File: src/rtl/alu_pkg.sv
// Shared opcode definitions for the digit-serial ALU.
// Opcode type, opcode constants and a subtract-class helper.
package alu_pkg;

  typedef logic [2:0] op_t;

  localparam op_t OP_ADD  = 3'b000;
  localparam op_t OP_SUB  = 3'b001;
  localparam op_t OP_XOR  = 3'b010;
  localparam op_t OP_SLT  = 3'b011;
  localparam op_t OP_AND  = 3'b100;
  localparam op_t OP_NAND = 3'b101;
  localparam op_t OP_NOR  = 3'b110;
  localparam op_t OP_OR   = 3'b111;

  // SUB and SLT both add the inverted B with carry-in 1.
  function automatic logic is_sub(input op_t op);
    return (op == OP_SUB) || (op == OP_SLT);
  endfunction

endpackage

File: src/rtl/alu_digit.sv
// Combinational DIGIT-wide ALU slice used once per serial step.
// Produces the digit result, carry out and carry into the top bit.
module alu_digit
  import alu_pkg::*;
#(
  parameter int DIGIT = 1
) (
  input  logic [DIGIT-1:0] a,
  input  logic [DIGIT-1:0] b,
  input  op_t              s,
  input  logic             cin,
  output logic [DIGIT-1:0] y,
  output logic             cout,
  output logic             cmsb
);

  logic [DIGIT-1:0] bb;
  logic [DIGIT:0]   sum;

  // Adder path plus bitwise ops, selected by opcode.
  always_comb begin
    bb   = is_sub(s) ? ~b : b;
    sum  = {1'b0, a} + {1'b0, bb}
         + {{DIGIT{1'b0}}, cin};
    cout = sum[DIGIT];
    cmsb = a[DIGIT-1] ^ bb[DIGIT-1]
         ^ sum[DIGIT-1];
    case (s)
      OP_XOR:  y = a ^ b;
      OP_AND:  y = a & b;
      OP_NAND: y = ~(a & b);
      OP_NOR:  y = ~(a | b);
      OP_OR:   y = a | b;
      default: y = sum[DIGIT-1:0];
    endcase
  end

endmodule

File: src/rtl/serial_alu.sv
// Digit-serial ALU: WIDTH/DIGIT cycles per op, LSB digit first.
// Status flags are built only when SERIAL_ALU_FLAGS_EN is defined.
module serial_alu
  import alu_pkg::*;
#(
  parameter int WIDTH = 32,
  parameter int DIGIT = 1
) (
  input  logic             clk,
  input  logic             reset,
  input  logic             start,
  input  logic [WIDTH-1:0] a,
  input  logic [WIDTH-1:0] b,
  input  logic [2:0]       s,
  output logic             busy,
  output logic             done,
  output logic [WIDTH-1:0] result,
  output logic             carryout,
  output logic             overflow,
  output logic             zero
);

  localparam int N  = WIDTH / DIGIT;
  localparam int CW = (N > 1) ? $clog2(N) : 1;

  localparam logic [1:0] IDLE = 2'd0;
  localparam logic [1:0] RUN  = 2'd1;
  localparam logic [1:0] DONE = 2'd2;

  logic [1:0]       state;
  logic [CW-1:0]    cnt;
  logic [WIDTH-1:0] a_r;
  logic [WIDTH-1:0] b_r;
  logic [WIDTH-1:0] acc;
  logic [WIDTH-1:0] acc_nx;
  logic [WIDTH-1:0] res_nx;
  op_t              s_r;
  logic             carry;
  logic [DIGIT-1:0] dy;
  logic             dcout;
  logic             dcmsb;
  logic             accept;
  logic             last;
  logic             lt;

  alu_digit #(.DIGIT(DIGIT)) u_digit (
    .a    (a_r[DIGIT-1:0]),
    .b    (b_r[DIGIT-1:0]),
    .s    (s_r),
    .cin  (carry),
    .y    (dy),
    .cout (dcout),
    .cmsb (dcmsb)
  );

  assign busy   = (state == RUN);
  assign done   = (state == DONE);
  assign accept = start
               && (state == IDLE || state == DONE);
  assign last   = (state == RUN)
               && (cnt == CW'(N - 1));

  // Shift the new digit in at the top; form the final result.
  always_comb begin
    acc_nx = acc >> DIGIT;
    acc_nx[WIDTH-1 -: DIGIT] = dy;
    lt     = acc_nx[WIDTH-1] ^ dcmsb ^ dcout;
    res_nx = (s_r == OP_SLT) ? WIDTH'(lt) : acc_nx;
  end

  // Control FSM, operand shifters and held result.
  always_ff @(posedge clk) begin
    if (reset) begin
      state  <= IDLE;
      cnt    <= '0;
      carry  <= 1'b0;
      a_r    <= '0;
      b_r    <= '0;
      acc    <= '0;
      s_r    <= OP_ADD;
      result <= '0;
    end else begin
      case (state)
        IDLE, DONE: begin
          if (accept) begin
            state <= RUN;
            cnt   <= '0;
            a_r   <= a;
            b_r   <= b;
            s_r   <= s;
            carry <= is_sub(s);
            acc   <= '0;
          end else begin
            state <= IDLE;
          end
        end
        RUN: begin
          a_r   <= a_r >> DIGIT;
          b_r   <= b_r >> DIGIT;
          acc   <= acc_nx;
          carry <= dcout;
          cnt   <= cnt + 1'b1;
          if (last) begin
            state  <= DONE;
            cnt    <= '0;
            result <= res_nx;
          end
        end
        default: state <= IDLE;
      endcase
    end
  end

`ifdef SERIAL_ALU_FLAGS_EN
  logic cf_q;
  logic of_q;
  logic zf_q;
  logic arith;

  assign arith = (s_r == OP_ADD)
              || (s_r == OP_SUB);

  // Flags captured together with the final result.
  always_ff @(posedge clk) begin
    if (reset) begin
      cf_q <= 1'b0;
      of_q <= 1'b0;
      zf_q <= 1'b0;
    end else if (last) begin
      cf_q <= arith & dcout;
      of_q <= arith & (dcmsb ^ dcout);
      zf_q <= (res_nx == '0);
    end
  end

  assign carryout = cf_q;
  assign overflow = of_q;
  assign zero     = zf_q;
`else
  assign carryout = 1'b0;
  assign overflow = 1'b0;
  assign zero     = 1'b0;
`endif

endmodule

File: config.mk
export PLATFORM = sky130hd
export DESIGN_NAME = serial_alu
export DESIGN_NICKNAME = d
export VERILOG_FILES = /design/src/rtl/alu_pkg.sv /design/src/rtl/alu_digit.sv /design/src/rtl/serial_alu.sv
export SDC_FILE = /design/constraint.sdc
export NUM_CORES = 1
export LEC_CHECK = 0
export CELL_PAD_IN_SITES_DETAIL_PLACEMENT = 1
export CELL_PAD_IN_SITES_GLOBAL_PLACEMENT = 2
export CORE_MARGIN = 2
export CORE_UTILIZATION = 33
export CTS_CLUSTER_DIAMETER = 60
export DETAILED_ROUTE_END_ITERATION = 12
export GPL_ROUTABILITY_DRIVEN = 0
export PLACE_DENSITY_LB_ADDON = 0.1
export SLEW_MARGIN = 20
export SYNTH_ARGS = -nofsm -noshare
export SYNTH_HDL_FRONTEND = slang
export SYNTH_SLANG_ARGS = --single-unit
File: constraint.sdc
create_clock -name clk -period 3.5 [get_ports clk]
set_input_delay 0.525 -clock clk [delete_from_list [all_inputs] [get_ports clk]]
set_output_delay 0.525 -clock clk [all_outputs]
set_load 0.005 [all_outputs]
==> summary.txt, run 1 <==
WP data arrival: 2.04 ns
synthesized cell area: 5550 um2
P&R area growth vs syn: 31.3%
Max Freq: 391 MHz
largest net degree at the start of global routing: 107
antenna cells: 0
GRT Util Overall: 17.2%
Worst R2R Setup Slack: 1.21 ns
Final #Nets: 792
share of cells above drive strength 1: 6.58%
floorplan row count: 47
Gate Count Post-Synth: 646
first-pass GRT wire length: 24.7 mm
Finished Layout Cells: 949
fin crit share: 73.2%
CP Class: reg -> out
ys async rst share: 0%
# Max-Cap Violations: 0
IO Count: 107
dpl hpwl: 9.03 mm
die area: 17900 um2
leakage power: 2.65 nW
die width: 134 um
clock-pin slew on the worst setup and hold paths: 0.06 ns
Fin. Hold Viols: 0
Max Fanout on Critical Path: 26
IO buf count: 103
synth cell count leaders: dfxtp_1 (138), nand2_1 (133), nor2_1 (131)
WL final: 14.8 mm
Initial Utilization: 33.6%
Synth Flop Type: dfxtp_1
cell taking the most area after synthesis: dfxtp_1
R2R cell count: 8
1st-pass router iterations: 4
CTS tree: yes
vias in the first global route: 4811
maximum vdd drop: 364 uV
clock sinks: 138
status: completed
area of the core: 16500 um2
initial antenna violation count: 0
remaining antenna violation count after routing: 0
Longest Clk Path Bufs: 2
hold path depth: 2
Hold Startpoint: b_r[29]
grt total ovfl: 0
wire length per cell: 15.6 um
Die Span Y: 134 um
worst-skew pair later-pin latency: 0.42 ns
Max Slew Vio Count: 0
Mean Syn Cell Area: 8.58 um2
Post-synth EDFFs: 0
# fillers: 1906
post-cts repair resize count: 0
FF-to-FF Start: cnt[0]
Ys Warns: 0
CTS buffer count: 17
CP required: 2.97 ns
H-tree Lvls: 4
Cells after DPL: 917
count leader, synth: dfxtp_1
Yosys reg bits: 138
Critical Path Start Type: register
sequential cell area fraction in the yosys report: 49.8%
synth top area cells: dfxtp_1 (50%), a311oi_1 (9.8%), nand2_1 (9.0%)
vias: 4831
Worst setup EP type: output port
post-route minimum period: 2.56 ns
CTS root buf: clkbuf_16
top cell type's share of synthesized area: 49.8%
Via density: 5.09
worst-margin pin slew: 1.04 ns
Setup-failing EPs final: 0
Post CTS Setup Buffer Count: 0
RSZ-0062 raised after global routing: no
Crit Reg-Reg Endpoint: result[24]
Hold Crit Endpoint: b_r[29]
Slew HR: 30.9%
DRT iter0 DRCs: 224
Synth cell types: 38
Pwr per Cell Area: 567 nW/um2
skew final: 0.00459 ns
DRC: 0
hold bufs inserted after CTS: 0
setup_tns: 0 ns
Hold Path Class: reg -> reg
state kept, by name, summed over array words and instances, names as in the netlist:
| name | count |
|---|---|
| state | 2 |
| acc | 31 |
| b_r | 32 |
| result | 32 |
| carry | 1 |
| a_r | 32 |
| s_r | 3 |
| cnt | 5 |
how the worst max path moves through the flow:
stage	slack, ns	startpoint	endpoint
finish	0.94	state[0]	busy
global route	0.81	state[0]	busy
CTS	0.88	state[0]	busy
detailed placement	1.19	start	acc[5]
global placement	1.26	start	carry
floorplan	1.58	s_r[0]	result[0]
power breakdown:
part	switching (W)	internal (W)
logic	0.000226	0.000172
registers	0.0000488	0.00165
clock network	0.000689	0.00134
layout by cell type, fill, tap and decap left out, types with 5 or more instances in the layout:
| cell type | count |
|---|---|
| nand2_1 | 133 |
| bufinv_16 | 5 |
| buf_4 | 7 |
| clkdlybuf4s50_1 | 102 |
| ha_1 | 5 |
| a22oi_1 | 64 |
| nor2_1 | 131 |
| a21oi_1 | 8 |
| clkbuf_16 | 17 |
| a311oi_1 | 62 |
| dfxtp_1 | 138 |
kinds of logic after synthesis:
kind of cell | after synthesis | share of synthesized area, %
mux | 1 | 0.181
flops | 138 | 49.8
fa+ha+maj | 6 | 1.49
xor+xnor | 3 | 0.722
simple gates | 284 | 20.6
compound gates | 147 | 20.9
buf+inv | 66 | 6.27
other cells | 1 | 0.0676
critical path, stage by stage, from the launching register on:
cell and delay, ns:
dfxtp_1 0.59, nand2b_4 0.26, inv_2 0.19, clkdlybuf4s50_1 0.57
per-layer routing:
layer | GRT usage (%) | up-vias | routed length, um
met5 | 0 | - | 0
met4 | 6.03 | 0 | 225
met3 | 4.53 | 18 | 627
met2 | 26.6 | 83 | 6680
met1 | 23.1 | 2329 | 7270
li1 | - | 2401 | -
per-stage QoR:
| stage | hold slack, ns | setup slack [ns] | cell area (um2) | util (%) | total power (W) |
|---|---|---|---|---|---|
| 3_5_place_dp | 0.474 | 1.19 | 6610 | 40.0 | 0.00213 |
| 4_1_cts | 0.485 | 0.884 | 7280 | 44.0 | 0.00418 |
| 3_3_place_gp | 0.467 | 1.26 | 6610 | 40.0 | 0.00212 |
| 6_report | 0.482 | 0.940 | 7280 | 44.0 | 0.00412 |
| 5_1_grt | 0.503 | 0.807 | 7280 | 44.0 | 0.00430 |
| 2_1_floorplan | 0.448 | 1.58 | 5550 | - | 0.00199 |
layout make-up:
| cell class | count | area (um2) | share of cell area [%] |
|---|---|---|---|
| flip-flops and latches | 138 | 2760 | 38.0 |
| clock buffers | 21 | 480 | 6.60 |
| clock inverters | 11 | 190 | 2.61 |
| multi-input cells | 444 | 2460 | 33.8 |
| inverters | 5 | 18.8 | 0.258 |
| well taps | 220 | 275 | 3.78 |
| repair buffers | 110 | 1090 | 15.0 |
Power figures use the tool's default switching activity.
==> inputs of run 2 (changes only) <==
CORE_UTILIZATION = 31   (was 33)
clock period = 2.5 ns   (was 3.5 ns; I/O delays follow)
==> summary.txt, run 2 (same netlist as run 1, synthesis figures left out) <==
status: completed
WP data arrival: 2.55 ns (+0.51 ns)
IO Count: 107 (unchanged)
skew final: 0.00797 ns (+0.00338 ns)
Largest regs: a_r (32), b_r (32), result (32)
post-route minimum period: 2.20 ns
first-pass GRT wire length: 25.0 mm (+1.1%)
GRT Util Overall: 16.7% (-0.49 points)
Pwr per Cell Area: 779 nW/um2 (+37%)
maximum vdd drop: 456 uV (+25%)
share of cells above drive strength 1: 7.33% (+0.74 points)
Post-DP Area: 6720 um2 (+1.8%)
wire length per cell: 15.9 um (+2.2%)
Via density: 5.07 (-0.33%)
WL final: 15.3 mm (+3.6%)
DRT iter0 DRCs: 181 (-19%)
CP required: 2.85 ns (-0.12 ns)
CTS buffer count: 17 (unchanged)
final instance area: 7380 um2 (+1.4%)
Fin. Hold Viols: 0 (unchanged)
# fillers: 2008 (+5.4%)
worst-skew pair later-pin latency: 0.42 ns (about the same)
CTS tree: yes
H-tree Lvls: 4 (unchanged)
Initial Utilization: 31.8% (-1.7 points)
vias: 4881 (+1.0%)
largest net degree at the start of global routing: 131 (+22%)
clock-pin slew on the worst setup and hold paths: 0.06 ns (about the same)
Max Slew Vio Count: 0 (unchanged)
hold bufs inserted after CTS: 0 (unchanged)
Longest Clk Path Bufs: 2 (unchanged)
Hold Slack: 0.379 ns (-0.104 ns)
antenna cells: 0 (unchanged)
# Max-Cap Violations: 0 (unchanged)
commonest non-fill, non-tap cell in the layout: dfxtp_1
IO buf count: 103 (unchanged)
1st-pass router iterations: 5 (+1)
Max Freq: 455 MHz
Post CTS Setup Buffer Count: 0 (unchanged)
remaining antenna violation count after routing: 0 (unchanged)
CTS root buf: clkbuf_16
floorplan row count: 48 (+2.1%)
leakage power: 2.70 nW (+1.9%)
dpl hpwl: 9.48 mm (+5.0%)
Worst setup EP type: register
Setup-failing EPs final: 0 (unchanged)
initial antenna violation count: 0 (unchanged)
Die Span Y: 138 um (+3.1%)
grt total ovfl: 0 (unchanged)
P&R area growth vs syn: 33.0%
setup_tns: 0 ns (unchanged)
area of the core: 17400 um2 (+5.4%)
commonest cells after routing, fill and taps aside: dfxtp_1 (138), nand2_1 (133), nor2_1 (131)
vias in the first global route: 5001 (+3.9%)
die area: 19000 um2 (+6.3%)
clock sinks: 138 (unchanged)
DRC: 0 (unchanged)
Hold Path Class: in -> reg
fin crit share: 87.9%
RSZ-0062 raised after global routing: no
CP Class: reg -> reg
Slew HR: 42.9% (+12 points)
Critical Path Start Type: register
Max Fanout on Critical Path: 24 (-7.7%)
Final #Nets: 800 (+1.0%)
Final Total Pwr: 0.00574 W (+39%)
post-cts repair resize count: 0 (unchanged)
final core utilization: 42.4% (-1.7 points)
worst-margin pin slew: 0.855 ns (-0.182 ns)
die width: 138 um (+3.1%)
## run 2: cell types whose count changed in the layout (fill, tap and decap cells not counted), sizes merged
cell | before | now
buf | 8 | 16
clkinv | 2 | 4
clkinvlp | 4 | 2
## run 2: cell type report
class                      instances  area [um2]  area share [%]
timing repair buffer             118        1200            16.3
sequential                       138        2760            37.4
multi-input combinational        444        2460            33.3
tap                              225         282            3.82
clock inverter                    11         193            2.61
clock buffer                      21         460            6.24
inverter                           5        18.8           0.254
## run 2: metrics by stage
| stage | setup WS [ns] | cells |
|---|---|---|
| 6_report | 0.302 | 962 |
| 5_1_grt | 0.0905 | 962 |
| 4_1_cts | 0.266 | 962 |
| 3_5_place_dp | 0.297 | 930 |
| 3_3_place_gp | 0.391 | 930 |
| 2_1_floorplan | 0.576 | 648 |
## run 2: final timing paths
kind	from	end	slack, ns	cells after the start
setup / recovery	cnt[0]	result[9]	0.30	8
hold / removal	reset	result[8]	0.38	2
setup reg to reg	cnt[0]	result[9]	0.30	8
hold reg to reg	result[31]	result[31]	0.46	2
## run 2: worst max-delay path: stages, from the launching register on
cell,delay [ns]
dfxtp_1,0.40
ha_1,0.20
and3_1,0.16
ha_1,0.33
nand3b_2,0.16
a21oi_2,0.45
buf_12,0.24
a22oi_1,0.08
nor2_1,0.10
## run 2: power breakdown
part           internal [W]  switching, W
sequential          0.00231     0.0000688
combinational      0.000258      0.000324
clock               0.00182      0.000959
## run 2: metal layers
layer  share of wire (%)  track usage (%)  up-vias
met3                 4.2             4.01       13
li1                    -                -     2414
met4                 1.2             5.61        0
met2                  48             27.6       78
met1                  46             21.3     2376
met5                   0                0        -
==> RTL change: new RTL, settings of run 2 <==
Register the outputs `busy` and `done`; this adds one clock of latency there. The other outputs are not delayed to match.
--- a/src/rtl/serial_alu.sv
+++ b/src/rtl/serial_alu.sv
@@ -54,6 +54,8 @@
   );
 
-  assign busy   = (state == RUN);
-  assign done   = (state == DONE);
+  always_ff @(posedge clk) begin
+    busy <= (state == RUN);
+    done <= (state == DONE);
+  end
   assign accept = start
                && (state == IDLE || state == DONE);
Check against the original RTL: not equivalent (Yosys sat finds a counterexample within 4 cycles, from zero or initial values and one cycle with reset high).
==> RTL change against run 2 <==
- cell count decreased by 2.1%
- hold slack improved by 30 ps
- die area decreased by 0.33%
- via count decreased by 3.6%
- power decreased by 4.0%
- routed wire length decreased by 4.2%
- design area decreased by 1.4%
- sequential cell count increased by 2
- area after synthesis decreased by 0.34%
- non-clock buffer count decreased by 3
- worst setup slack improved by 120 ps
- highest routed layer unchanged
==> RTL change: results (changes against run 2) <==
WORST SETUP PATH
----------------------------------------------------------------
Crit path max fanout                                           4   -83%
RR Startpoint                                       s_r[2]$_SDFFE_PP0P_
Internal reg-to-reg setup slack                           420 ps   +120 ps
Worst-case reg-to-reg path depth                               7   -1
Crit path DAT                                            2420 ps   -130 ps
Worst path slowest cell                             sky130_fd_sc_hd__fa_1

DETAILED ROUTING
----------------------------------------------------------------
Detailed Routing Iterations Pass 1                             4   -1
Length of routed wiring on met1                          7280 um   +2.5%
Final routed wire length divided by cell count           15.6 um   -2.2%
Number of DRC markers in iteration 0                         257   +42%
Met3 layer wire length in the routed design               629 um   -2.3%
Avg Vias per Cell                                           4.99   -1.6%

CELLS AND AREA
----------------------------------------------------------------
FILL cells                                                 2,011   +0.15%
Clock network area share                                   8.10%   -0.75 points
Post-route cell area                                   7280 um^2   -1.4%
Multi-input logic area                                 2430 um^2   -1.2%
Proportion of cell area occupied by registers              38.5%   +1.1 points
Number of non-clock buffers in the layout                    115   -2.5%

GRT
----------------------------------------------------------------
Largest net degree at the start of global routing            128   -2.3%
Vias in the first global route                             4,730   -5.4%
GR met1 Demand/Resource                                    22.1%   +0.75 points
Tot GR Track Use                                           16.2%   -0.45 points
Met3 track utilization from global routing                 3.94%   -0.074 points

LOGIC SYNTHESIS
----------------------------------------------------------------
Synth cell types                                              36   -5.3%
Synth Register Bits                                          140   +1.4%
Leading cell types by total area after synthesis    sky130_fd_sc_hd__dfxtp_1, sky130_fd_sc_hd__a311oi_1, sky130_fd_sc_hd__nand2_1, sky130_fd_sc_hd__nor2_1, sky130_fd_sc_hd__a22oi_1
Commonest cells post-synth                          sky130_fd_sc_hd__dfxtp_1, sky130_fd_sc_hd__nand2_1, sky130_fd_sc_hd__nor2_1, sky130_fd_sc_hd__a311oi_1, sky130_fd_sc_hd__a22oi_1

PLACEMENT
----------------------------------------------------------------
Post-Place Cell Area                                   6690 um^2   -0.56%
Number of placed cells counting well taps                    910   -2.2%
DP Wirelength                                            9460 um   -0.23%

OUTCOME
----------------------------------------------------------------
Run status                                          complete, no violations

STA
----------------------------------------------------------------
Clk_skew                                                 10.1 ps   +2.10 ps
Relative slew margins                                      40.2%   -2.7 points

HOLD PATH
----------------------------------------------------------------
Hold worst-path end                                 a_r[31]$_SDFFE_PP0P_

## RTL change: cell count changes in the layout (fill, tap and decap cells not counted), sizes merged, moves of 3 or more
cell / run 2 / this run
a22oi: 64 / 46
bufinv: 5 / 1
clkbuf: 21 / 17
nor2: 132 / 114
inv: 5 / 17
buf: 16 / 13
a22o: 0 / 18
## RTL change: worst max path at each step
| stage | slack, ps | endpoint | startpoint |
|---|---|---|---|
| after global routing | 280 | result[13]$_SDFFE_PP0P_ | cnt[0]$_SDFFE_PP0P_ |
| after detailed placement | 400 | b_r[18]$_SDFFE_PP0P_ | start |
| final | 420 | result[0]$_SDFFE_PP0P_ | s_r[2]$_SDFFE_PP0P_ |
| after global placement | 490 | result[0]$_SDFFE_PP0P_ | s_r[2]$_SDFFE_PP0P_ |
| after floorplan | 630 | result[0]$_SDFFE_PP0P_ | s_r[2]$_SDFFE_PP0P_ |
| after CTS | 390 | result[0]$_SDFFE_PP0P_ | s_r[2]$_SDFFE_PP0P_ |
## RTL change: where the power goes
| part | switching [W] | internal, W |
|---|---|---|
| registers | 0.0000665 | 0.00234 |
| logic | 0.000320 | 0.000252 |
| clock network | 0.00111 | 0.00143 |
## RTL change: stage by stage
step,hold WS [ps],utilization [%]
2_1_floorplan,448,-
3_3_place_gp,459,38.5
3_5_place_dp,458,38.5
4_1_cts,416,41.9
5_1_grt,443,41.9
6_report,409,41.9
## RTL change: logic make-up after synthesis
| family | synth area share (%) |
|---|---|
| compound gates | 21.1 |
| mux | 0.181 |
| fa+ha+maj | 1.49 |
| xor+xnor | 1.04 |
| flops | 50.7 |
| simple gates | 19.6 |
| other cells | 0.0679 |
| buf+inv | 5.82 |
